**src/rtl/tank_ctrl.sv**
```systemverilog
// Per-player tank/bullet game logic: stick/fire levels in, grid position,
// facing and a single bullet out, with a req/ack collision query before moves.
module tank_ctrl #(
  parameter int unsigned X_MAX       = 39,
  parameter int unsigned Y_MAX       = 29,
  parameter int unsigned INIT_X      = 32,
  parameter int unsigned INIT_Y      = 2,
  parameter int unsigned INIT_DIR    = 0,
  parameter int unsigned MOVE_PERIOD = 4
) (
  input  logic       clk,
  input  logic       rst_n,
  input  logic       i_frame,
  input  logic       i_enable,
  input  logic       i_up,
  input  logic       i_down,
  input  logic       i_left,
  input  logic       i_right,
  input  logic       i_fire,
  output logic       o_req,
  output logic [5:0] o_req_x,
  output logic [5:0] o_req_y,
  input  logic       i_ack,
  input  logic       i_blocked,
  output logic [5:0] o_tank_x,
  output logic [5:0] o_tank_y,
  output logic [1:0] o_tank_dir,
  output logic       o_bullet_valid,
  output logic [5:0] o_bullet_x,
  output logic [5:0] o_bullet_y
);

  localparam int unsigned CW       = (MOVE_PERIOD > 1) ? $clog2(MOVE_PERIOD) : 1;
  localparam logic [CW-1:0] CNT_LAST = CW'(MOVE_PERIOD - 1);
  localparam logic [5:0]    XM       = 6'(X_MAX);
  localparam logic [5:0]    YM       = 6'(Y_MAX);

  typedef enum logic {IDLE, QUERY} state_e;

  state_e        state_q, state_d;
  logic [5:0]    tank_x_q, tank_x_d, tank_y_q, tank_y_d;
  logic [1:0]    tank_dir_q, tank_dir_d;
  logic [CW-1:0] cnt_q, cnt_d;
  logic          req_q, req_d;
  logic [5:0]    req_x_q, req_x_d, req_y_q, req_y_d;
  logic          bul_valid_q, bul_valid_d;
  logic [5:0]    bul_x_q, bul_x_d, bul_y_q, bul_y_d;
  logic [1:0]    bul_dir_q, bul_dir_d;
  logic          fire_q, fire_d;

  logic       held, fire_rise;
  logic [1:0] sel_dir;
  logic [12:0] tank_step, bul_step;

  // One-cell neighbour of (x,y) in direction d: {on_grid, nx, ny}
  function automatic logic [12:0] step(input logic [5:0] x, input logic [5:0] y,
                                       input logic [1:0] d);
    logic       ok;
    logic [5:0] nx, ny;
    ok = 1'b0;
    nx = x;
    ny = y;
    case (d)
      2'd0: begin ok = (y != 6'd0); ny = y - 6'd1; end
      2'd1: begin ok = (x < XM);    nx = x + 6'd1; end
      2'd2: begin ok = (y < YM);    ny = y + 6'd1; end
      default: begin ok = (x != 6'd0); nx = x - 6'd1; end
    endcase
    return {ok, nx, ny};
  endfunction

  // Stick priority decode: up > right > down > left
  always_comb begin
    held    = i_up | i_right | i_down | i_left;
    sel_dir = 2'd3;
    if (i_up)         sel_dir = 2'd0;
    else if (i_right) sel_dir = 2'd1;
    else if (i_down)  sel_dir = 2'd2;
  end

  // Next-state: tank movement FSM, fire edge detect and bullet motion
  always_comb begin
    state_d     = state_q;
    tank_x_d    = tank_x_q;
    tank_y_d    = tank_y_q;
    tank_dir_d  = tank_dir_q;
    cnt_d       = cnt_q;
    req_d       = req_q;
    req_x_d     = req_x_q;
    req_y_d     = req_y_q;
    bul_valid_d = bul_valid_q;
    bul_x_d     = bul_x_q;
    bul_y_d     = bul_y_q;
    bul_dir_d   = bul_dir_q;
    fire_d      = i_fire;
    fire_rise   = i_fire & ~fire_q;
    tank_step   = step(tank_x_q, tank_y_q, sel_dir);
    bul_step    = step(bul_x_q, bul_y_q, bul_dir_q);

    case (state_q)
      IDLE: begin
        if (i_enable && i_frame) begin
          if (held) begin
            tank_dir_d = sel_dir;
            if (cnt_q == CNT_LAST) begin
              cnt_d = '0;
              if (tank_step[12]) begin
                state_d = QUERY;
                req_d   = 1'b1;
                req_x_d = tank_step[11:6];
                req_y_d = tank_step[5:0];
              end
            end else begin
              cnt_d = cnt_q + CW'(1);
            end
          end else begin
            cnt_d = '0;
          end
        end
      end
      QUERY: begin
        // An in-flight query completes even while disabled
        if (i_ack) begin
          if (!i_blocked) begin
            tank_x_d = req_x_q;
            tank_y_d = req_y_q;
          end
          req_d   = 1'b0;
          state_d = IDLE;
        end
      end
      default: state_d = IDLE;
    endcase

    // Spawn takes precedence over motion, so a fresh bullet never moves on its first tick
    if (i_enable) begin
      if (fire_rise && !bul_valid_q) begin
        bul_valid_d = 1'b1;
        bul_x_d     = tank_x_q;
        bul_y_d     = tank_y_q;
        bul_dir_d   = tank_dir_q;
      end else if (i_frame && bul_valid_q) begin
        if (bul_step[12]) begin
          bul_x_d = bul_step[11:6];
          bul_y_d = bul_step[5:0];
        end else begin
          bul_valid_d = 1'b0;
        end
      end
    end
  end

  // State registers with synchronous active-low reset
  always_ff @(posedge clk) begin
    if (!rst_n) begin
      state_q     <= IDLE;
      tank_x_q    <= 6'(INIT_X);
      tank_y_q    <= 6'(INIT_Y);
      tank_dir_q  <= 2'(INIT_DIR);
      cnt_q       <= '0;
      req_q       <= 1'b0;
      req_x_q     <= 6'd0;
      req_y_q     <= 6'd0;
      bul_valid_q <= 1'b0;
      bul_x_q     <= 6'd0;
      bul_y_q     <= 6'd0;
      bul_dir_q   <= 2'd0;
      fire_q      <= 1'b0;
    end else begin
      state_q     <= state_d;
      tank_x_q    <= tank_x_d;
      tank_y_q    <= tank_y_d;
      tank_dir_q  <= tank_dir_d;
      cnt_q       <= cnt_d;
      req_q       <= req_d;
      req_x_q     <= req_x_d;
      req_y_q     <= req_y_d;
      bul_valid_q <= bul_valid_d;
      bul_x_q     <= bul_x_d;
      bul_y_q     <= bul_y_d;
      bul_dir_q   <= bul_dir_d;
      fire_q      <= fire_d;
    end
  end

  assign o_req          = req_q;
  assign o_req_x        = req_x_q;
  assign o_req_y        = req_y_q;
  assign o_tank_x       = tank_x_q;
  assign o_tank_y       = tank_y_q;
  assign o_tank_dir     = tank_dir_q;
  assign o_bullet_valid = bul_valid_q;
  assign o_bullet_x     = bul_x_q;
  assign o_bullet_y     = bul_y_q;

endmodule

```
**config.mk**
```make
export PLATFORM = sky130hd
export DESIGN_NAME = tank_ctrl
export DESIGN_NICKNAME = d
export VERILOG_FILES = /design/src/rtl/tank_ctrl.sv
export SDC_FILE = /design/constraint.sdc
export NUM_CORES = 1
export LEC_CHECK = 0
export ABC_AREA = 1
export CORE_MARGIN = 2
export CORE_UTILIZATION = 45
export CTS_CLUSTER_DIAMETER = 40
export DETAILED_ROUTE_END_ITERATION = 10
export PLACE_DENSITY = 0.72
export SKIP_LAST_GASP = 1
export SLEW_MARGIN = 10
export SYNTH_ARGS = -nofsm -noshare
export SYNTH_HDL_FRONTEND = slang
export SYNTH_SLANG_ARGS = --single-unit
```
**constraint.sdc**
```tcl
create_clock -name clk -period 1.9 [get_ports clk]
set_clock_uncertainty 0.2 [all_clocks]
set_input_delay 0.475 -clock clk [delete_from_list [all_inputs] [get_ports clk]]
set_output_delay 0.475 -clock clk [all_outputs]
set_load 0.05 [all_outputs]
```
==> impl_metrics.json <==
{
  "status": "finished with violations",
  "violations": "negative setup slack",
  "slowest_delay_ns": 0.40,
  "irDropWorstVdd_mv": 0.342,
  "hold_path_end": "cnt_q[1]",
  "synth_top_cell_area_share_pct": 31.2,
  "maxCapViolCount": 0,
  "critical-path-top-delay-family": "simple AND/OR/NAND/NOR gates",
  "final_common_cell": "nand2_1",
  "die_h_um": 85.0,
  "post_drt_wl_per_cell_um": 15.2,
  "clock_path_buffers": 2,
  "cts_sinks": 46,
  "antenna_found_initial": 0,
  "power_mw": 2.61,
  "syn_nets": 476,
  "hp-class": "reg -> reg",
  "syn_inst": 444,
  "synth_area_leaders": "dfxtp_1, nand2_1, a21oi_1, ha_1, o21ai_0",
  "syn_area_mm2": 0.00295,
  "synth_edf_count": 0,
  "finalHoldViolCount": 0,
  "clkTransAtPathRegs_ns": 0.09,
  "ys_warn_count": 0,
  "cp.arrival_ns": 2.01,
  "synth-seq-area-share_pct": 31.2,
  "place.gp.congestion": 0.935,
  "synth_area_per_cell_um2": 6.64,
  "setup_viol": 3,
  "yosys.area.top_type": "dfxtp_1",
  "core_mm2": 0.00635,
  "grt_setup_unrepaired": "yes",
  "r2r_start": "bul_dir_q[0]",
  "tightest_slew_ns": 0.333,
  "htreeDepth": 2,
  "cts.hold.buffers_added": 0,
  "cp_common_cell": "buf_4",
  "post-route-period-util_pct": 104,
  "yosys_register_bits": 46,
  "place_area_mm2": 0.00435,
  "grt_pass1_wl_um": 14400,
  "ys_async_sr_fraction_pct": 0,
  "worst_slack_ns": -0.0681,
  "path_buf_inv": 3,
  "grt_start_max_net_pins": 21,
  "drc": 0,
  "path_cells": "buf_8 > nor2_4 > nand2_4 > fa_2 > nand2_2 > buf_4 > buf_4 > nand3_1 > o21ai_1 > nand4_1 > a21oi_1",
  "worst_slew_margin_rel_pct": 77.7,
  "drive_above_1_share_pct": 34.7,
  "wl_um": 9590,
  "min_path_cells": 2,
  "portBuffers": 50,
  "hp-start": "cnt_q[1]",
  "via_per_inst": 5.53,
  "nets": 585,
  "drt_iter0_drc": 218,
  "start_kind": "input port",
  "insertion_delay_ns": 0.30,
  "cp.required_ns": 1.94,
  "min_period_ns": 1.97,
  "dpl.hpwl_um": 6290,
  "first_global_vias": 3278,
  "r2r_cells": 10,
  "grt_overflow": 0,
  "first_pass_iters": 5,
  "p_leak_nw": 2.16,
  "cts_buffers": 5,
  "r2r_end": "o_bullet_y[4]",
  "start_util_pct": 46.4,
  "timing.fmax_ghz": 0.508,
  "power.density_mw_per_mm2": 538,
  "ys_types": 32,
  "crit_path_end_kind": "flip-flop",
  "cts_tree": "yes",
  "antennaDiodeCount": 0,
  "top_level_ports": 51,
  "ff2ff_setup_slack_ns": -0.05,
  "ant_nets": 0,
  "die-area_mm2": 0.00722,
  "synthFlopType": "dfxtp_1",
  "path_class": "in -> reg",
  "finalMaxSlewViolations": 0,
  "track_usage_pct": 23.9,
  "cts_root_buf": "clkbuf_8",
  "fin_area_mm2": 0.00485,
  "slowest_stage": "fa_2",
  "area_growth_pct": 64.4,
  "rows": 29,
  "path_max_fanout": 5,
  "die_width_um": 85.0,
  "route.vias.total": 3491,
  "final_cell_mix": "nand2_1, buf_4, buf_12, a21oi_1"
}
==> worst min-delay path, stage by stage (launching register included) <==
cell	delay (ns)
dfxtp_1	0.32
o21ai_0	0.07
a21oi_1	0.06
==> logic make-up after synthesis <==
kind of cell               after synthesis  synth area share, %
buffers and inverters                   55                 8.15
adders and majority gates               21                 9.93
xor gates and xnor gates                 8                 2.38
AOI/OAI and AO/OA                       89                 15.6
and+or+nand+nor                        225                 32.8
DFF                                     46                 31.2
==> area by class of cell <==
cell class	instances	area, um2
multi-input combinational	343	2080
fill	424	1500
timing repair buffer	112	1440
sequential	46	948
inverter	45	174
tap	77	96.3
clock buffer	5	68.8
clock inverter	3	40.0
==> cells in the mapped netlist, types with 2 or more instances <==
cell	number
dfxtp_1	46
xor2_1	8
nand4_1	10
fa_1	4
o22ai_1	2
nor3_1	2
nand2_1	126
a21oi_1	44
or2_2	4
o21ai_0	37
clkbuf_1	4
nand3b_1	4
nor2_2	5
ha_1	17
inv_2	2
nand2_2	3
o211ai_1	2
nand3_1	26
buf_6	2
inv_1	42
nor2_1	42
buf_4	2
==> sequential cells by signal, indices dropped and copies added (netlist names), 6 cells and up <==
name,flops
o_bullet_x,6
o_bullet_y,6
o_req_x,6
o_req_y,6
o_tank_x,6
o_tank_y,6
==> layer usage <==
| layer | track usage (%) | share of wire, % | wire length (um) |
|---|---|---|---|
| met1 | 30.3 | 42 | 3980 |
| met4 | 7.94 | 2.7 | 260 |
| met2 | 41.1 | 50 | 4760 |
| met5 | 0 | 0 | 0 |
| met3 | 4.38 | 6.1 | 585 |
==> where the power goes <==
| part | internal (mW) | switching, mW | leakage (nW) | total (mW) |
|---|---|---|---|---|
| logic | 0.377 | 0.455 | 1.73 | 0.832 |
| registers | 0.992 | 0.0447 | 0.379 | 1.04 |
| clock network | 0.388 | 0.351 | 0.0579 | 0.738 |
| total | 1.76 | 0.850 | 2.16 | 2.61 |
==> worst max path at each step <==
stage                 start            end  slack [ns]  cells after the start
2_1_floorplan       i_right     o_req_y[5]       -0.05                     14
3_5_place_dp        i_right     o_req_y[5]       -0.75                     14
5_1_grt        bul_dir_q[0]  o_bullet_y[4]       -0.12                     10
3_3_place_gp        i_right     o_req_y[5]       -0.66                     15
4_1_cts        bul_dir_q[1]  o_bullet_x[4]      -0.009                     10
6_report            i_right     o_req_y[2]       -0.07                     11
==> metrics by stage <==
stage          hold slack [ns]  TNS [ns]  worst slack [ns]  instances  util, %
3_3_place_gp             0.266    -13.90            -0.665        611     68.4
4_1_cts                  0.292  -0.00893          -0.00893        623     71.4
2_1_floorplan            0.257   -0.0846           -0.0463        444        -
6_report                 0.296    -0.141           -0.0681        631     76.4
5_1_grt                  0.326    -0.912            -0.121        631     76.4
3_5_place_dp             0.279    -14.85            -0.749        611     68.4
==> repair_timing <==
item,in CTS,in global routing
cloned,0,3
buffers inserted,4,6
setup endpoints to repair,27,21
pin swaps,9,31
gates resized for setup,29,60
Note: power is estimated with default switching activity, not from simulation.
